[src/rtl/sfx_pkg.sv]
// ---------------------------------------------------------------------------
// sfx_pkg
//   Shared definitions for the sound-effect sequencer:
//     - effect identifiers (index = priority, higher wins)
//     - note_t : one table entry {half_period, duration}
//     - state_t: sequencer FSM encoding
//     - sfx_note()      : the game's note table (25.125 MHz pixel clock)
//     - sfx_test_note() : short-period table used for simulation
//     - id_width()      : index width helper, never narrower than 1 bit
//   No ports (package).
// ---------------------------------------------------------------------------
package sfx_pkg;

    localparam int NOTE_HALF_W = 16;
    localparam int NOTE_DUR_W  = 8;

    localparam int SFX_JUMP_FWD   = 0;
    localparam int SFX_JUMP_BACK  = 1;
    localparam int SFX_JUMP_RIGHT = 2;
    localparam int SFX_JUMP_LEFT  = 3;
    localparam int SFX_WIN        = 4;
    localparam int SFX_LOSE       = 5;

    typedef struct packed {
        logic [NOTE_HALF_W-1:0] half_period;
        logic [NOTE_DUR_W-1:0]  duration;
    } note_t;

    typedef enum logic [1:0] {
        ST_IDLE = 2'd0,
        ST_LOAD = 2'd1,
        ST_PLAY = 2'd2
    } state_t;

    function automatic int id_width(int n);
        return (n > 1) ? $clog2(n) : 1;
    endfunction

    function automatic note_t mk_note(int half_period, int duration);
        note_t n;
        n.half_period = NOTE_HALF_W'(half_period);
        n.duration    = NOTE_DUR_W'(duration);
        return n;
    endfunction

    // Half periods are clk cycles at 25.125 MHz: 25_125_000 / (2 * f_note).
    // A zero half period is a rest; a zero duration ends the effect early.
    function automatic note_t sfx_note(int id, int idx);
        note_t n;
        n = '0;
        case (id)
            SFX_JUMP_FWD: case (idx)     // C5 E5 G5
                0: n = mk_note(24008, 60);
                1: n = mk_note(19056, 60);
                2: n = mk_note(16024, 80);
                default: n = '0;
            endcase
            SFX_JUMP_BACK: case (idx)    // G5 E5 C5
                0: n = mk_note(16024, 60);
                1: n = mk_note(19056, 60);
                2: n = mk_note(24008, 80);
                default: n = '0;
            endcase
            SFX_JUMP_RIGHT: case (idx)   // E5 G5
                0: n = mk_note(19056, 50);
                1: n = mk_note(16024, 50);
                default: n = '0;
            endcase
            SFX_JUMP_LEFT: case (idx)    // G5 E5
                0: n = mk_note(16024, 50);
                1: n = mk_note(19056, 50);
                default: n = '0;
            endcase
            SFX_WIN: case (idx)          // C5 E5 G5 C6
                0: n = mk_note(24008, 120);
                1: n = mk_note(19056, 120);
                2: n = mk_note(16024, 120);
                3: n = mk_note(12004, 250);
                default: n = '0;
            endcase
            SFX_LOSE: case (idx)         // G4 rest F4 C4
                0: n = mk_note(32047, 150);
                1: n = mk_note(0,     50);
                2: n = mk_note(35972, 150);
                3: n = mk_note(48017, 250);
                default: n = '0;
            endcase
            default: n = '0;
        endcase
        return n;
    endfunction

    // Short periods so a whole effect fits in a few dozen cycles at a
    // 10 cycles-per-ms tick.
    function automatic note_t sfx_test_note(int id, int idx);
        note_t n;
        n = '0;
        if (id == 0) begin
            case (idx)
                0: n = mk_note(4, 2);
                1: n = mk_note(0, 1);
                2: n = mk_note(2, 1);
                default: n = '0;
            endcase
        end else begin
            case (idx)
                0: n = mk_note(id + 1, 3);
                1: n = mk_note(0, 1);
                2: n = mk_note(id + 2, 2);
                3: n = mk_note(3, 1);
                default: n = '0;
            endcase
        end
        return n;
    endfunction

endpackage

[src/rtl/sfx_sequencer_if.sv]
// ---------------------------------------------------------------------------
// sfx_sequencer_if
//   Game-logic side of the sound-effect sequencer.
//     enable  : global sound enable (0 = mute and abort)
//     trigger : NUM_SFX asynchronous level requests, rising edge = request
//     busy    : an effect is playing
//     sfx_id  : index of the effect playing (valid while busy)
//     sound   : square-wave audio pin
//   master = game logic / buttons, slave = sequencer.
// ---------------------------------------------------------------------------
interface sfx_sequencer_if
    import sfx_pkg::*;
#(
    parameter int NUM_SFX = 6
);
    localparam int ID_W = id_width(NUM_SFX);

    logic               enable;
    logic [NUM_SFX-1:0] trigger;
    logic               busy;
    logic [ID_W-1:0]    sfx_id;
    logic               sound;

    modport master (
        output enable,
        output trigger,
        input  busy,
        input  sfx_id,
        input  sound
    );

    modport slave (
        input  enable,
        input  trigger,
        output busy,
        output sfx_id,
        output sound
    );

endinterface

[src/rtl/sfx_tone_gen.sv]
// ---------------------------------------------------------------------------
// sfx_tone_gen
//   Square-wave generator: counts 0..half_period-1 and toggles the output
//   on each wrap. A zero half period is a rest and holds the output low.
//     clk, rst_n  : clock, asynchronous active-low reset
//     clear       : zero the counter and force the output low
//     half_period : half period in clk cycles
//     sound       : registered square-wave output
// ---------------------------------------------------------------------------
module sfx_tone_gen #(
    parameter int HALF_W = 16
) (
    input  logic              clk,
    input  logic              rst_n,
    input  logic              clear,
    input  logic [HALF_W-1:0] half_period,
    output logic              sound
);

    logic [HALF_W-1:0] tone_cnt;

    always_ff @(posedge clk or negedge rst_n) begin
        if (!rst_n) begin
            tone_cnt <= '0;
            sound    <= 1'b0;
        end else if (clear || half_period == '0) begin
            tone_cnt <= '0;
            sound    <= 1'b0;
        end else if (tone_cnt == half_period - HALF_W'(1)) begin
            tone_cnt <= '0;
            sound    <= ~sound;
        end else begin
            tone_cnt <= tone_cnt + HALF_W'(1);
        end
    end

endmodule

[src/rtl/sfx_sequencer.sv]
// ---------------------------------------------------------------------------
// sfx_sequencer
//   Plays the highest-priority triggered sound effect as a sequence of
//   square-wave notes from a constant note table. A higher-index request
//   restarts playback at that effect; equal or lower ones are dropped.
//     clk, rst_n : pixel clock, asynchronous active-low reset
//     bus        : sfx_sequencer_if.slave (enable, trigger in;
//                  busy, sfx_id, sound out)
//   TEST_TABLE selects the short simulation note table.
// ---------------------------------------------------------------------------
module sfx_sequencer
    import sfx_pkg::*;
#(
    parameter int CLK_FREQ_HZ   = 25_125_000,
    parameter int NUM_SFX       = 6,
    parameter int NOTES_PER_SFX = 4,
    parameter int HALF_W        = 16,
    parameter int DUR_W         = 8,
    parameter bit TEST_TABLE    = 1'b0
) (
    input  logic           clk,
    input  logic           rst_n,
    sfx_sequencer_if.slave bus
);

    localparam int ID_W  = id_width(NUM_SFX);
    localparam int IDX_W = id_width(NOTES_PER_SFX);
    localparam int TICK  = CLK_FREQ_HZ / 1000;
    localparam int PRE_W = (TICK > 1) ? $clog2(TICK) : 1;

    // -------------------------------------------------------------------
    // Trigger synchronisers and edge detect (run even while disabled, so a
    // trigger held across enable rising never looks like a new edge)
    // -------------------------------------------------------------------
    logic [NUM_SFX-1:0] trig_p0, trig_p1, trig_p2, req_p3;

    always_ff @(posedge clk or negedge rst_n) begin
        if (!rst_n) begin
            trig_p0 <= '0;
            trig_p1 <= '0;
            trig_p2 <= '0;
            req_p3  <= '0;
        end else begin
            trig_p0 <= bus.trigger;
            trig_p1 <= trig_p0;
            trig_p2 <= trig_p1;
            req_p3  <= trig_p1 & ~trig_p2;
        end
    end

    // Priority arbitration: the loop lets the highest set index win.
    logic            req_any;
    logic [ID_W-1:0] req_win;

    always_comb begin
        req_any = |req_p3;
        req_win = '0;
        for (int i = 0; i < NUM_SFX; i++) begin
            if (req_p3[i]) req_win = ID_W'(i);
        end
    end

    // -------------------------------------------------------------------
    // Sequencer state and datapath registers
    // -------------------------------------------------------------------
    state_t            state, state_nxt;
    logic [ID_W-1:0]   sfx_id_r;
    logic [IDX_W-1:0]  note_idx;
    logic [HALF_W-1:0] half_period;
    logic [DUR_W-1:0]  dur_cnt;
    logic [PRE_W-1:0]  prescale;

    note_t cur_note;
    logic  tick, preempt, note_zero, note_done, last_note;

    always_comb begin
        if (TEST_TABLE) cur_note = sfx_test_note(int'(sfx_id_r), int'(note_idx));
        else            cur_note = sfx_note(int'(sfx_id_r), int'(note_idx));
    end

    assign tick      = (prescale == PRE_W'(TICK - 1));
    assign preempt   = req_any && (req_win > sfx_id_r);
    assign note_zero = (cur_note.duration == '0);
    // The duration counter reaches zero on this tick.
    assign note_done = tick && (dur_cnt == DUR_W'(1));
    assign last_note = (note_idx == IDX_W'(NOTES_PER_SFX - 1));

    always_ff @(posedge clk or negedge rst_n) begin
        if (!rst_n) state <= ST_IDLE;
        else        state <= state_nxt;
    end

    always_comb begin
        state_nxt = state;
        case (state)
            ST_IDLE: begin
                if (req_any) state_nxt = ST_LOAD;
            end
            ST_LOAD: begin
                if (preempt)        state_nxt = ST_LOAD;
                else if (note_zero) state_nxt = ST_IDLE;
                else                state_nxt = ST_PLAY;
            end
            ST_PLAY: begin
                if (preempt)        state_nxt = ST_LOAD;
                else if (note_done) state_nxt = last_note ? ST_IDLE : ST_LOAD;
            end
            default: state_nxt = ST_IDLE;
        endcase
        if (!bus.enable) state_nxt = ST_IDLE;
    end

    logic busy, start_fx, adv_note, load_note, run, tone_clear;

    always_comb begin
        busy      = (state != ST_IDLE);
        // New effect: from idle, or a higher-priority restart.
        start_fx  = (state_nxt == ST_LOAD) && ((state == ST_IDLE) || preempt);
        adv_note  = (state == ST_PLAY) && (state_nxt == ST_LOAD) && !preempt;
        load_note = (state == ST_LOAD);
        run       = (state == ST_PLAY);
        // Silence on every edge that leaves PLAY or is not yet in PLAY, so
        // entering IDLE or LOAD drops the pin in the same cycle and a new
        // note always starts its half period from a cleared counter.
        tone_clear = (state != ST_PLAY) || (state_nxt != ST_PLAY);
    end

    always_ff @(posedge clk or negedge rst_n) begin
        if (!rst_n) begin
            sfx_id_r    <= '0;
            note_idx    <= '0;
            half_period <= '0;
            dur_cnt     <= '0;
            prescale    <= '0;
        end else begin
            if (start_fx) begin
                sfx_id_r <= req_win;
                note_idx <= '0;
            end else if (adv_note) begin
                note_idx <= note_idx + IDX_W'(1);
            end

            if (load_note) begin
                half_period <= HALF_W'(cur_note.half_period);
                dur_cnt     <= DUR_W'(cur_note.duration);
                prescale    <= '0;
            end else if (run) begin
                if (tick) begin
                    prescale <= '0;
                    dur_cnt  <= dur_cnt - DUR_W'(1);
                end else begin
                    prescale <= prescale + PRE_W'(1);
                end
            end
        end
    end

    // -------------------------------------------------------------------
    // Tone generation and outputs
    // -------------------------------------------------------------------
    logic sound;

    sfx_tone_gen #(
        .HALF_W (HALF_W)
    ) u_tone (
        .clk         (clk),
        .rst_n       (rst_n),
        .clear       (tone_clear),
        .half_period (half_period),
        .sound       (sound)
    );

    assign bus.busy   = busy;
    assign bus.sfx_id = sfx_id_r;
    assign bus.sound  = sound;

endmodule

[src/flat_wrapper.sv]
// flat-port wrapper written by rule: the top's interface ports become plain ports
module sfx_sequencer_flat import sfx_pkg::*;
#(
    parameter int CLK_FREQ_HZ   = 25_125_000,
    parameter int NUM_SFX       = 6,
    parameter int NOTES_PER_SFX = 4,
    parameter int HALF_W        = 16,
    parameter int DUR_W         = 8,
    parameter bit TEST_TABLE    = 1'b0
)
  (clk, rst_n, bus_enable, bus_trigger, bus_busy, bus_sfx_id, bus_sound);
  sfx_sequencer_if #(.NUM_SFX(NUM_SFX)) bus_i ();
  input  logic clk;
  input  logic rst_n;
  input wire logic [$bits(bus_i.enable)-1:0] bus_enable;
  input wire logic [$bits(bus_i.trigger)-1:0] bus_trigger;
  output wire logic [$bits(bus_i.busy)-1:0] bus_busy;
  output wire logic [$bits(bus_i.sfx_id)-1:0] bus_sfx_id;
  output wire logic [$bits(bus_i.sound)-1:0] bus_sound;
  assign bus_i.enable = bus_enable;
  assign bus_i.trigger = bus_trigger;
  assign bus_busy = bus_i.busy;
  assign bus_sfx_id = bus_i.sfx_id;
  assign bus_sound = bus_i.sound;
  sfx_sequencer #(.CLK_FREQ_HZ(CLK_FREQ_HZ), .NUM_SFX(NUM_SFX), .NOTES_PER_SFX(NOTES_PER_SFX), .HALF_W(HALF_W), .DUR_W(DUR_W), .TEST_TABLE(TEST_TABLE)) u_core (.clk(clk), .rst_n(rst_n), .bus(bus_i));
endmodule
[config.mk]
export PLATFORM = sky130hd
export DESIGN_NAME = sfx_sequencer_flat
export DESIGN_NICKNAME = d
export VERILOG_FILES = /design/src/rtl/sfx_pkg.sv /design/src/rtl/sfx_sequencer_if.sv /design/src/rtl/sfx_tone_gen.sv /design/src/rtl/sfx_sequencer.sv /design/src/flat_wrapper.sv
export SDC_FILE = /design/constraint.sdc
export NUM_CORES = 1
export LEC_CHECK = 0
export CORE_MARGIN = 2
export CORE_UTILIZATION = 62
export DETAILED_ROUTE_END_ITERATION = 8
export PLACE_DENSITY_LB_ADDON = 0.15
export SYNTH_ARGS = -nofsm -noshare
export SYNTH_HDL_FRONTEND = slang
export SYNTH_SLANG_ARGS = --single-unit
[constraint.sdc]
create_clock -name clk -period 3.7 [get_ports clk]
set_input_delay 0.74 -clock clk [delete_from_list [all_inputs] [get_ports clk]]
set_output_delay 0.74 -clock clk [all_outputs]
set_load 0.005 [all_outputs]
==> metrics.md <==
| Metric | Value |
|---|---|
| Reg-to-Reg Start | u_core.req_p3[5] |
| Clock Tree Buf Depth | 2 |
| Post-synth top cells | dfrtp_1 (87), nor2_1 (45), nand2_1 (35), a21oi_1 (33) |
| Classification of the worst setup path | reg -> reg |
| Final GP Congestion | 0.918 |
| Worst Hold Class | in -> async |
| Adder-cell share of the synthesized area | 5.26% |
| Ys Warns | 0 |
| Setup-failing EPs final | 0 |
| Largest family of logic cells by synthesized area | simple AND/OR/NAND/NOR gates |
| Final Instance Area | 5590 um2 |
| WHS | between 0.2 and 0.25 ns |
| Worst setup endpoint | u_core.u_tone.tone_cnt[4] |
| CTS tree | done |
| TritonRoute pass-1 iters | 5 |
| Initial DRC Count | 303 |
| Critical Path Source | u_core.req_p3[5] |
| Die area | 9200 um2 |
| Initial core utilization | 63.7% |
| Ranking of synthesized cells by area | dfrtp_1 (42%), ha_1 (5.3%), xor2_1 (3.7%) |
| Mux cell area share after synthesis | under 10% |
| MaxCap Viol Count | 0 |
| Detail Placement HPWL | 8000 um |
| Row cnt | 33 |
| Core ar. | just over 8000 um2 |
| Post-synthesis sequential area ratio | 41.6% |
| Dpl cell area | 5380 um2 |
| Critical path arrival | 3.08 ns |
| Post-Synthesis Cells | 546 |
| Async set-reset flop share out of synthesis | 100% |
| RSZ-0062 raised after global routing | false |
| Worst slew margin | 48.1% |
| #FFs+latches synth | 87 |
| Fmax | 0.358 GHz |
| Final #Nets | 580 |
| Max VDD drop | 0.443 mV |
| First-pass GRT wire length | around 18000 um |
| Post-CTS Resized | 0 |
| # port buffers | 13 |
| Synth unique cells | 76 |
| Cts bufs inserted | 9 |
| Post-Synth Simple-Gate Area | 24.1% |
| Worst-skew pair later-pin latency | 0.38 ns |
| Yosys top cell area share | 41.6% |
| Root buffer cell | clkbuf_8 |
| Final Skew | 0.0101 ns |
| Mean Syn Cell Area | 9.59 um2 |
| Critical Path Start Type | flip-flop |
| CTS Sinks | just under 90 |
| Tcrit/Tclk final | between 70% and 80% |
| Power per cell area | 664 nW/um2 |
| IO Pins | 14 |
| Layout area overhead | 6.79% |
| CP required | around 4.0 ns |
| DRC Markers | 0 |
| Final Hold Vio Count | 0 |
| Worst reg2reg endpoint | u_core.u_tone.tone_cnt[4] |
| Clock-pin slew on the worst setup and hold paths | 0.10 ns |
| Die Span X | 95.9 um |
| Antenna viol nets, final | 0 |
| Number of global-route vias before repair | 3664 |
| Hold buffer count at cts | 0 |
| Fin Setup TNS | 0 ns |
| GRT overflow | 0 |
| Setup WS post-layout | 0.909 ns |
| Total GRT Usage | 26.1% |
| Worst Tran Pin Value | 0.778 ns |
| Syn_nets | about 580 |
| Leakage power | 2.32 nW |
| Leading area contributor after synthesis | dfrtp_1 |
| Largest net degree at the start of global routing | 36 |
| H-tree depth | 3 |
| Layout cells sized above 1 | 11.4% |
| Predominant post-synthesis flop cell | dfrtp_1 |
| Final Critical Period | 2.79 ns |
| # diodes | 0 |
| DRT Wirelength | around 11000 um |
| Vias | 4027 |
| Vias per inst | 6.11 |
| Wire per inst | 16.8 um |
| Post-CTS setup buffer count | 0 |
| Post-synth EDFFs | 0 |
| R2r worst-path depth | 8 |
| Initial antenna violation count | 0 |
| Most frequent cell after synthesis | dfrtp_1 |
| Synth Area in Compound Gates | about 14% |
| Post-Place Worst Slack | 0.911 ns |
| Die H | 95.9 um |
| Setup slack, reg-to-reg | about 0.91 ns |
| Status | complete, no violations |
| Critical path peak fanout | 16 |
| Max-slew violations | 0 |
| Worst setup EP type | flip-flop |
| Synth Area in XOR/XNOR | 7.31% |
| Mapped cell area | between 5000 and 6000 um2 |
## per-layer routing
layer / routed length, um / up-vias / GRT usage, %
li1: - / 1960 / -
met1: 5340 / 1959 / 38.2
met2: 5030 / 93 / 39.1
met3: 562 / 15 / 5.87
met4: 135 / 0 / 7.26
met5: 0 / - / 0
## cell usage in the layout, fill, tap and decap left out, drive strengths merged, types with 8 or more instances in the layout
master,netlist,final
clkbuf,20,9
a21oi,35,35
nor2,46,46
nand3,29,29
xnor2,19,19
o2bb2ai,9,9
ha,22,22
buf,8,8
xor2,22,22
o21ai,29,29
nor3,37,37
dfrtp,87,87
nand4,9,9
nor2b,12,12
inv,24,29
nand2,35,35
clkdlybuf4s50,0,12
## critical path, cell delays in order (launching register included)
cell and delay [ns]:
dfrtp_1 0.38, or2_2 0.35, ha_1 0.32, nor2b_1 0.14, a221oi_1 0.33, nor3_1 0.17
a21oi_4 0.25, nand3_2 0.41, nor3_1 0.35
## registers in the layout, summed over array words and instances (netlist names)
signal / count
u_core.u_tone.sound: 1
u_core.state: 2
u_core.req_p3: 6
u_core.trig_p2: 6
u_core.bus.sfx_id: 3
u_core.trig_p1: 6
u_core.trig_p0: 6
u_core.half_period: 16
u_core.u_tone.tone_cnt: 16
u_core.note_idx: 2
u_core.prescale: 15
u_core.dur_cnt: 8
## cells by family after synthesis
group           Yosys count
compound gates          115
xor+xnor                 42
fa+ha+maj                22
buf+inv                  53
flops                    87
mux                      11
simple gates            216
## how the worst min path moves through the flow
stage | end
after CTS | u_core.u_tone.tone_cnt[2]
after detailed placement | u_core.trig_p1[2]
after global placement | u_core.trig_p1[1]
final | u_core.u_tone.tone_cnt[2]
after global routing | u_core.u_tone.tone_cnt[12]
after floorplan | u_core.trig_p1[0]
## layout make-up
type                       instances  area (um2)
multi-input combinational        406        2800
fill                             649        2630
sequential                        87        2180
timing repair buffer              20         180
tap                              105         131
clock buffer                       9         124
inverter                          25        93.8
clock inverter                     7        83.8
## through the flow
step / power, mW / instances / utilization [%]
6_report: 3.71 / 659 / 68.1
5_1_grt: 3.99 / 659 / 68.1
4_1_cts: 3.72 / 659 / 68.1
3_5_place_dp: 3.02 / 643 / 65.5
3_3_place_gp: 2.99 / 643 / 65.5
2_1_floorplan: 2.62 / 546 / -
## report_power, final
group / switching, mW / internal, mW / leakage (nW)
Combinational: 0.984 / 0.693 / 1.10
Sequential: 0.244 / 1.11 / 1.12
Clock: 0.411 / 0.274 / 0.106
Total: 1.64 / 2.07 / 2.32
No activity file was read; power rests on OpenSTA's default activity.
